## config.mk

```make
export PLATFORM = sky130hd
export DESIGN_NAME = frame_aligner_gen2
export DESIGN_NICKNAME = d
export VERILOG_FILES = /design/src/rtl/frame_aligner_gen2_pkg.sv /design/src/rtl/frame_aligner_gen2_hdr_matcher.sv /design/src/rtl/frame_aligner_gen2.sv
export SDC_FILE = /design/constraint.sdc
export NUM_CORES = 1
export LEC_CHECK = 0
export ABC_AREA = 1
export BUFFER_PORTS_ARGS = -buffer_cell sky130_fd_sc_hd__buf_2
export CORE_MARGIN = 2
export CORE_UTILIZATION = 45
export CTS_BUF_LIST = sky130_fd_sc_hd__clkbuf_8 sky130_fd_sc_hd__clkbuf_16
export CTS_CLUSTER_SIZE = 25
export DETAILED_ROUTE_END_ITERATION = 12
export HOLD_SLACK_MARGIN = 0.08
export PLACE_DENSITY = 0.72
export REMOVE_ABC_BUFFERS = 1
export SYNTH_ARGS = -nofsm -noshare
export SYNTH_HDL_FRONTEND = slang
export SYNTH_SLANG_ARGS = --single-unit
```

## constraint.sdc

```tcl
create_clock -name clk -period 2.6 [get_ports clk]
set_input_delay 0.13 -clock clk [delete_from_list [all_inputs] [get_ports clk]]
set_output_delay 0.13 -clock clk [all_outputs]
set_load 0.01 [all_outputs]
```

## src/rtl/frame_aligner_gen2_pkg.sv

```systemverilog
// Shared types for the frame aligner: FSM state enum and the sync_state
// output encoding.
package frame_aligner_pkg;

   typedef enum logic [1:0] {
      FA_HUNT   = 2'd0,
      FA_VERIFY = 2'd1,
      FA_LOCKED = 2'd2
   } fa_state_e;

   localparam logic [1:0] SYNC_HUNT   = 2'd0;
   localparam logic [1:0] SYNC_VERIFY = 2'd1;
   localparam logic [1:0] SYNC_LOCKED = 2'd2;

   // Code 3 is never produced, but it must read back as HUNT.
   function automatic logic [1:0] fa_encode(input fa_state_e s);
      case (s)
         FA_VERIFY: return SYNC_VERIFY;
         FA_LOCKED: return SYNC_LOCKED;
         default:   return SYNC_HUNT;
      endcase
   endfunction

endpackage

```

## src/rtl/frame_aligner_gen2_hdr_matcher.sv

```systemverilog
// Sliding header window over the last HDR_BYTES accepted words. It flags
// a header when the window, including the word accepted this cycle, equals
// the pattern.
module fa_hdr_matcher
   import frame_aligner_pkg::*;
#(
   parameter int DATA_W    = 8,
   parameter int HDR_BYTES = 2,
   parameter logic [HDR_BYTES*DATA_W-1:0] HDR_PATTERN = 16'hAFAA
) (
   input  logic              clk,
   input  logic              reset,
   input  logic              in_valid,
   input  logic [DATA_W-1:0] in_data,
   output logic              hdr_match
);

   localparam int HW = HDR_BYTES * DATA_W;
   localparam int FW = $clog2(HDR_BYTES + 1);
   localparam logic [FW-1:0] FULL = FW'(HDR_BYTES);

   logic [HW-1:0] win_q, win_d, win_shift;
   logic [FW-1:0] fill_q, fill_d;

   // Oldest word sits in the low bits, so word 0 of the pattern lines up.
   generate
      if (HDR_BYTES == 1) begin : g_one
         assign win_shift = in_data;
      end else begin : g_many
         assign win_shift = {in_data, win_q[HW-1:DATA_W]};
      end
   endgenerate

   always_comb begin
      win_d  = win_q;
      fill_d = fill_q;
      if (in_valid) begin
         win_d = win_shift;
         if (fill_q != FULL) fill_d = fill_q + 1'b1;
      end
   end

   // Matching on the next-window value lets the FSM act on the same edge
   // that accepts the header's last word.
   assign hdr_match = in_valid && (fill_d == FULL) && (win_d == HDR_PATTERN);

   always_ff @(posedge clk or negedge reset) begin
      if (!reset) begin
         win_q  <= '0;
         fill_q <= '0;
      end else begin
         win_q  <= win_d;
         fill_q <= fill_d;
      end
   end

endmodule

```

## src/rtl/frame_aligner_gen2.sv

```systemverilog
// Frame aligner: finds a periodic header in the received word stream and
// tracks lock with HUNT/VERIFY/LOCKED and acquire/loss hysteresis.
module frame_aligner_gen2
   import frame_aligner_pkg::*;
#(
   parameter int DATA_W    = 8,
   parameter int HDR_BYTES = 2,
   parameter logic [HDR_BYTES*DATA_W-1:0] HDR_PATTERN = 16'hAFAA,
   parameter int FRAME_LEN = 12,
   parameter int SYNC_IN   = 3,
   parameter int SYNC_OUT  = 4
) (
   input  logic                         clk,
   input  logic                         reset,
   input  logic [DATA_W-1:0]            rx_data,
   input  logic                         rx_valid,
   output logic [$clog2(FRAME_LEN)-1:0] fr_byte_position,
   output logic                         frame_detect,
   output logic                         frame_start,
   output logic [1:0]                   sync_state
);

   localparam int PW       = $clog2(FRAME_LEN);
   localparam int SYNC_MAX = (SYNC_IN > SYNC_OUT) ? SYNC_IN : SYNC_OUT;
   localparam int CW       = $clog2(SYNC_MAX + 1);

   localparam logic [PW-1:0] HDR_POS    = PW'(HDR_BYTES - 1);
   localparam logic [PW-1:0] LAST_POS   = PW'(FRAME_LEN - 1);
   localparam logic [CW-1:0] SYNC_IN_C  = CW'(SYNC_IN);
   localparam logic [CW-1:0] SYNC_OUT_C = CW'(SYNC_OUT);
   localparam fa_state_e     ACQ_STATE  = (SYNC_IN == 1) ? FA_LOCKED : FA_VERIFY;

   fa_state_e     state_q, state_d;
   logic [PW-1:0] pos_q, pos_d, pos_inc;
   logic [CW-1:0] good_q, good_d, good_inc;
   logic [CW-1:0] bad_q, bad_d, bad_inc;
   logic          start_q, start_d;
   logic          hdr_match;

   fa_hdr_matcher #(
      .DATA_W      (DATA_W),
      .HDR_BYTES   (HDR_BYTES),
      .HDR_PATTERN (HDR_PATTERN)
   ) u_matcher (
      .clk       (clk),
      .reset     (reset),
      .in_valid  (rx_valid),
      .in_data   (rx_data),
      .hdr_match (hdr_match)
   );

   assign pos_inc  = (pos_q == LAST_POS) ? '0 : pos_q + 1'b1;
   assign good_inc = good_q + 1'b1;
   assign bad_inc  = bad_q + 1'b1;

   always_comb begin
      state_d = state_q;
      pos_d   = pos_q;
      good_d  = good_q;
      bad_d   = bad_q;
      start_d = 1'b0;
      if (rx_valid) begin
         case (state_q)
            FA_VERIFY: begin
               pos_d = pos_inc;
               if (pos_inc == HDR_POS) begin
                  if (hdr_match) begin
                     good_d = good_inc;
                     if (good_inc == SYNC_IN_C) begin
                        state_d = FA_LOCKED;
                        bad_d   = '0;
                     end
                  end else begin
                     state_d = FA_HUNT;
                     pos_d   = '0;
                     good_d  = '0;
                  end
               end
            end
            FA_LOCKED: begin
               pos_d = pos_inc;
               if (pos_inc == HDR_POS) begin
                  if (hdr_match) begin
                     bad_d   = '0;
                     start_d = 1'b1;
                  end else if (bad_inc == SYNC_OUT_C) begin
                     state_d = FA_HUNT;
                     pos_d   = '0;
                     good_d  = '0;
                     bad_d   = '0;
                  end else begin
                     bad_d = bad_inc;
                  end
               end
            end
            default: begin
               // HUNT, and the unused encoding treated the same way.
               state_d = FA_HUNT;
               pos_d   = '0;
               if (hdr_match) begin
                  state_d = ACQ_STATE;
                  pos_d   = HDR_POS;
                  good_d  = CW'(1);
                  bad_d   = '0;
               end
            end
         endcase
      end
   end

   always_ff @(posedge clk or negedge reset) begin
      if (!reset) begin
         state_q <= FA_HUNT;
         pos_q   <= '0;
         good_q  <= '0;
         bad_q   <= '0;
         start_q <= 1'b0;
      end else begin
         state_q <= state_d;
         pos_q   <= pos_d;
         good_q  <= good_d;
         bad_q   <= bad_d;
         start_q <= start_d;
      end
   end

   assign fr_byte_position = pos_q;
   assign frame_detect     = (state_q == FA_LOCKED);
   assign frame_start      = start_q;
   assign sync_state       = fa_encode(state_q);

endmodule

```

==> impl_metrics.sql <==
INSERT INTO impl_metrics (metric_group, metric, value, unit) VALUES
('cts', 'total_clock_sinks', '31', ''),
('yosys', 'synth_seq_cells', '31', ''),
('yosys', 'synth-warning-count', '0', ''),
('yosys', 'synth_edf_count', '0', ''),
('cts', 'ctsHtreeMaxLevel', '2', ''),
('yosys', 'post_synthesis_instance_area', '1850', 'sq um'),
('sta', 'timing.setup.tns', '0', 'ps'),
('yosys', 'synth_top_area_cell', 'sky130_fd_sc_hd__dfrtp_1', ''),
('power', 'finalPower', '1090', 'uW'),
('finish', 'layout-drive-gt1-share', '0.159', ''),
('critical_path', 'worst_path_buffer_plus_inverter_count', '0', ''),
('sta', 'timing.fmax', '0.526', 'GHz'),
('status', 'run_status', 'finished, final reports clean', ''),
('yosys', 'synth_cells', '249', ''),
('power', 'power.density', '529', 'nW/um^2'),
('floorplan', 'number_of_placed_i_o_pins', '19', ''),
('sta', 'final-max-slew-violation-count', '0', ''),
('critical_path', 'rr_worst_depth', '10', ''),
('cts', 'tritoncts', 'yes', ''),
('critical_path', 'ff2ff_setup_slack', '700', 'ps'),
('finish', 'nNetsFinal', '292', ''),
('finish', 'insertedDiodeCount', '0', ''),
('yosys', 'avg_synthesized_cell_area', '7.43', 'sq um'),
('critical_path', 'cp_data_arrival_time', '2080', 'ps'),
('floorplan', 'floorplan_core_area', '3970', 'sq um'),
('hold_path', 'hold_depth', '5', ''),
('cts', 'cts-buffers-inserted', '5', ''),
('cts', 'clockRootBuffer', 'sky130_fd_sc_hd__clkbuf_8', ''),
('critical_path', 'cp-start-kind', 'flip-flop', ''),
('sta', 'worst_slew_pin_slew', '694', 'ps'),
('cts', 'post-cts-setup-buffer-count', '0', ''),
('critical_path', 'required', '2770', 'ps'),
('finish', 'area_delta_synth_final', '12.0', '%'),
('sta', 'period_minus_slack', '1900', 'ps'),
('sta', 'min_period_over_period', '0.731', ''),
('cts', 'cts.path.max_buffers', '2', ''),
('flow_run', 'maxCapViolations', '0', ''),
('power', 'vdd_ir_drop_max', '0.253', 'mV'),
('critical_path', 'cp_cell_sequence', 'ha_1 -> nand3_1 -> a21oi_1 -> nand2_1 -> nand2_1 -> nand2_1 -> nor2_2 -> nand4_1 -> nand2_1 -> nand2_1', ''),
('yosys', 'post-synth-top-area-fraction', '0.419', ''),
('hold_path', 'hold_path_end', 'u_matcher.win_q[13]', ''),
('grt', 'grt_max_degree', '32', ''),
('yosys', 'synthArstFlopShare', '1.00', ''),
('finish', 'utilization', '0.521', ''),
('critical_path', 'timing.rr.end', 'good_q[2]', ''),
('grt', 'grt_pass1_wl', '6370', 'microns'),
('critical_path', 'critical-path-top-delay-family', 'simple AND/OR/NAND/NOR gates', ''),
('critical_path', 'critical_path_peak_fanout', '6', ''),
('floorplan', 'dieArea', '4640', 'sq um'),
('floorplan', 'floorplan.die.height', '68.1', 'microns'),
('grt', 'grt_antenna_before_repair', '0', ''),
('drt', 'wirelength', '3520', 'microns'),
('hold_path', 'hp-start', 'rx_data[5]', ''),
('critical_path', 'cpMostUsedCell', 'sky130_fd_sc_hd__nand2_1', ''),
('sta', 'rsz0062_at_grt', 'no', ''),
('sta', 'final.setup_skew', '3.47', 'ps'),
('grt', 'gr-total-overflow', '0', ''),
('drt', 'vias', '1512', ''),
('yosys', 'synth.cells.most_frequent', '82 x sky130_fd_sc_hd__nand2_1, 44 x sky130_fd_sc_hd__inv_1, 31 x sky130_fd_sc_hd__dfrtp_1, 17 x sky130_fd_sc_hd__nor2_1, 13 x sky130_fd_sc_hd__nand3_1', ''),
('place', 'buffer_ports.inserted', '18', ''),
('cts', 'cts-resized-gates', '0', ''),
('critical_path', 'worstSetupEndpointType', 'flip-flop', ''),
('floorplan', 'core.rowCount', '23', ''),
('place', 'dp.final_hpwl', '2580', 'microns'),
('yosys', 'synth_ff_type', 'sky130_fd_sc_hd__dfrtp_1', ''),
('drt', 'ant_nets', '0', ''),
('drt', 'avgViaCountPerCell', '4.71', ''),
('floorplan', 'floorplan.initialDensity', '0.466', ''),
('grt', 'grtUsageTotal', '0.187', ''),
('drt', 'drt-initial-drc-count', '97', ''),
('floorplan', 'die_x', '68.1', 'microns');
==> power by group <==
part | leakage [uW] | total, uW | internal [uW] | switching (uW)
clock network | 0.0000470 | 382 | 207 | 175
registers | 0.000388 | 536 | 523 | 12.9
logic | 0.000735 | 177 | 58.7 | 118
==> worst max-delay path by stage <==
| stage | to | depth (start not counted) | from | slack (ps) |
|---|---|---|---|---|
| final | good_q[2] | 10 | fr_byte_position[1] | 700 |
| after global routing | good_q[1] | 10 | fr_byte_position[1] | 380 |
| after CTS | good_q[2] | 10 | fr_byte_position[1] | 710 |
| after detailed placement | bad_q[2] | 11 | rx_valid | 670 |
| after global placement | bad_q[1] | 11 | rx_valid | 700 |
| after floorplan | good_q[0] | 10 | fr_byte_position[1] | 870 |
==> layer usage <==
layer / part of all wire / vias up / GRT usage
li1: - / 805 / -
met1: 0.50 / 678 / 0.249
met2: 0.44 / 22 / 0.284
met3: 0.041 / 7 / 0.0510
met4: 0.022 / 0 / 0.0825
met5: 0 / - / 0
==> logic make-up after synthesis <==
logic type / after synthesis / synth area share
AO/OA/AOI/OAI: 16 / 0.0453
XOR/XNOR: 2 / 0.00947
adder cells (fa/ha/maj): 10 / 0.0677
buffers and inverters: 52 / 0.118
flip-flops: 31 / 0.419
AND/OR/NAND/NOR: 138 / 0.340
==> repair_timing <==
action | 4_1_cts | 5_1_grt
hold endpoints to repair | 32 | 0
setup endpoints to repair | 0 | 0
hold buffers | 2 | 0
==> metrics by stage <==
stage	worst slack (ps)	cell area, sq um	hold WS [ps]	std cells
after detailed placement	674	1960	217	312
after floorplan	865	1800	-166	243
after global routing	381	2070	142	321
final	699	2070	117	321
after CTS	713	2070	112	321
after global placement	699	1960	209	312
==> cell usage in the layout, fill, tap and decap left out <==
cell and count:
sky130_fd_sc_hd__o21ai_1 6, sky130_fd_sc_hd__xor2_1 1, sky130_fd_sc_hd__clkbuf_8 6, sky130_fd_sc_hd__nand3_1 13
sky130_fd_sc_hd__nand4_2 1, sky130_fd_sc_hd__nor2_1 17, sky130_fd_sc_hd__clkinv_2 1, sky130_fd_sc_hd__a21oi_1 4
sky130_fd_sc_hd__nor3_1 1, sky130_fd_sc_hd__nor2_2 4, sky130_fd_sc_hd__nor3_4 1, sky130_fd_sc_hd__nand2_1 82
sky130_fd_sc_hd__dlygate4sd3_1 2, sky130_fd_sc_hd__buf_2 18, sky130_fd_sc_hd__inv_1 44, sky130_fd_sc_hd__xnor2_1 1
sky130_fd_sc_hd__ha_1 10, sky130_fd_sc_hd__nand3_2 2, sky130_fd_sc_hd__nor3_2 1, sky130_fd_sc_hd__o22ai_1 3
sky130_fd_sc_hd__nand4_1 8, sky130_fd_sc_hd__inv_2 2, sky130_fd_sc_hd__buf_4 1, sky130_fd_sc_hd__nand3b_1 1
sky130_fd_sc_hd__o21ai_0 3, sky130_fd_sc_hd__dfrtp_1 31, sky130_fd_sc_hd__nor3b_1 1, sky130_fd_sc_hd__nand2_2 6
==> tightest hold or removal path: stages <==
cell	delay (ps)
sky130_fd_sc_hd__buf_2	70
sky130_fd_sc_hd__inv_1	30
sky130_fd_sc_hd__nand2_1	40
sky130_fd_sc_hd__nand2_1	60
sky130_fd_sc_hd__inv_1	40
==> state kept, by name, summed over array words and instances (netlist names) <==
name              cells
bad_q                 3
good_q                3
u_matcher.win_q      16
u_matcher.fill_q      2
frame_start           1
state_q               2
fr_byte_position      4
==> cell type report <==
cell class / instances / area, sq um
clock inverters: 1 / 5.00
well taps: 50 / 62.6
clock buffers: 6 / 82.6
inverters: 46 / 173
multi-input cells: 166 / 855
fillers: 394 / 1900
repair buffers: 21 / 118
flip-flops and latches: 31 / 776
No activity file was read; power rests on OpenSTA's default activity.
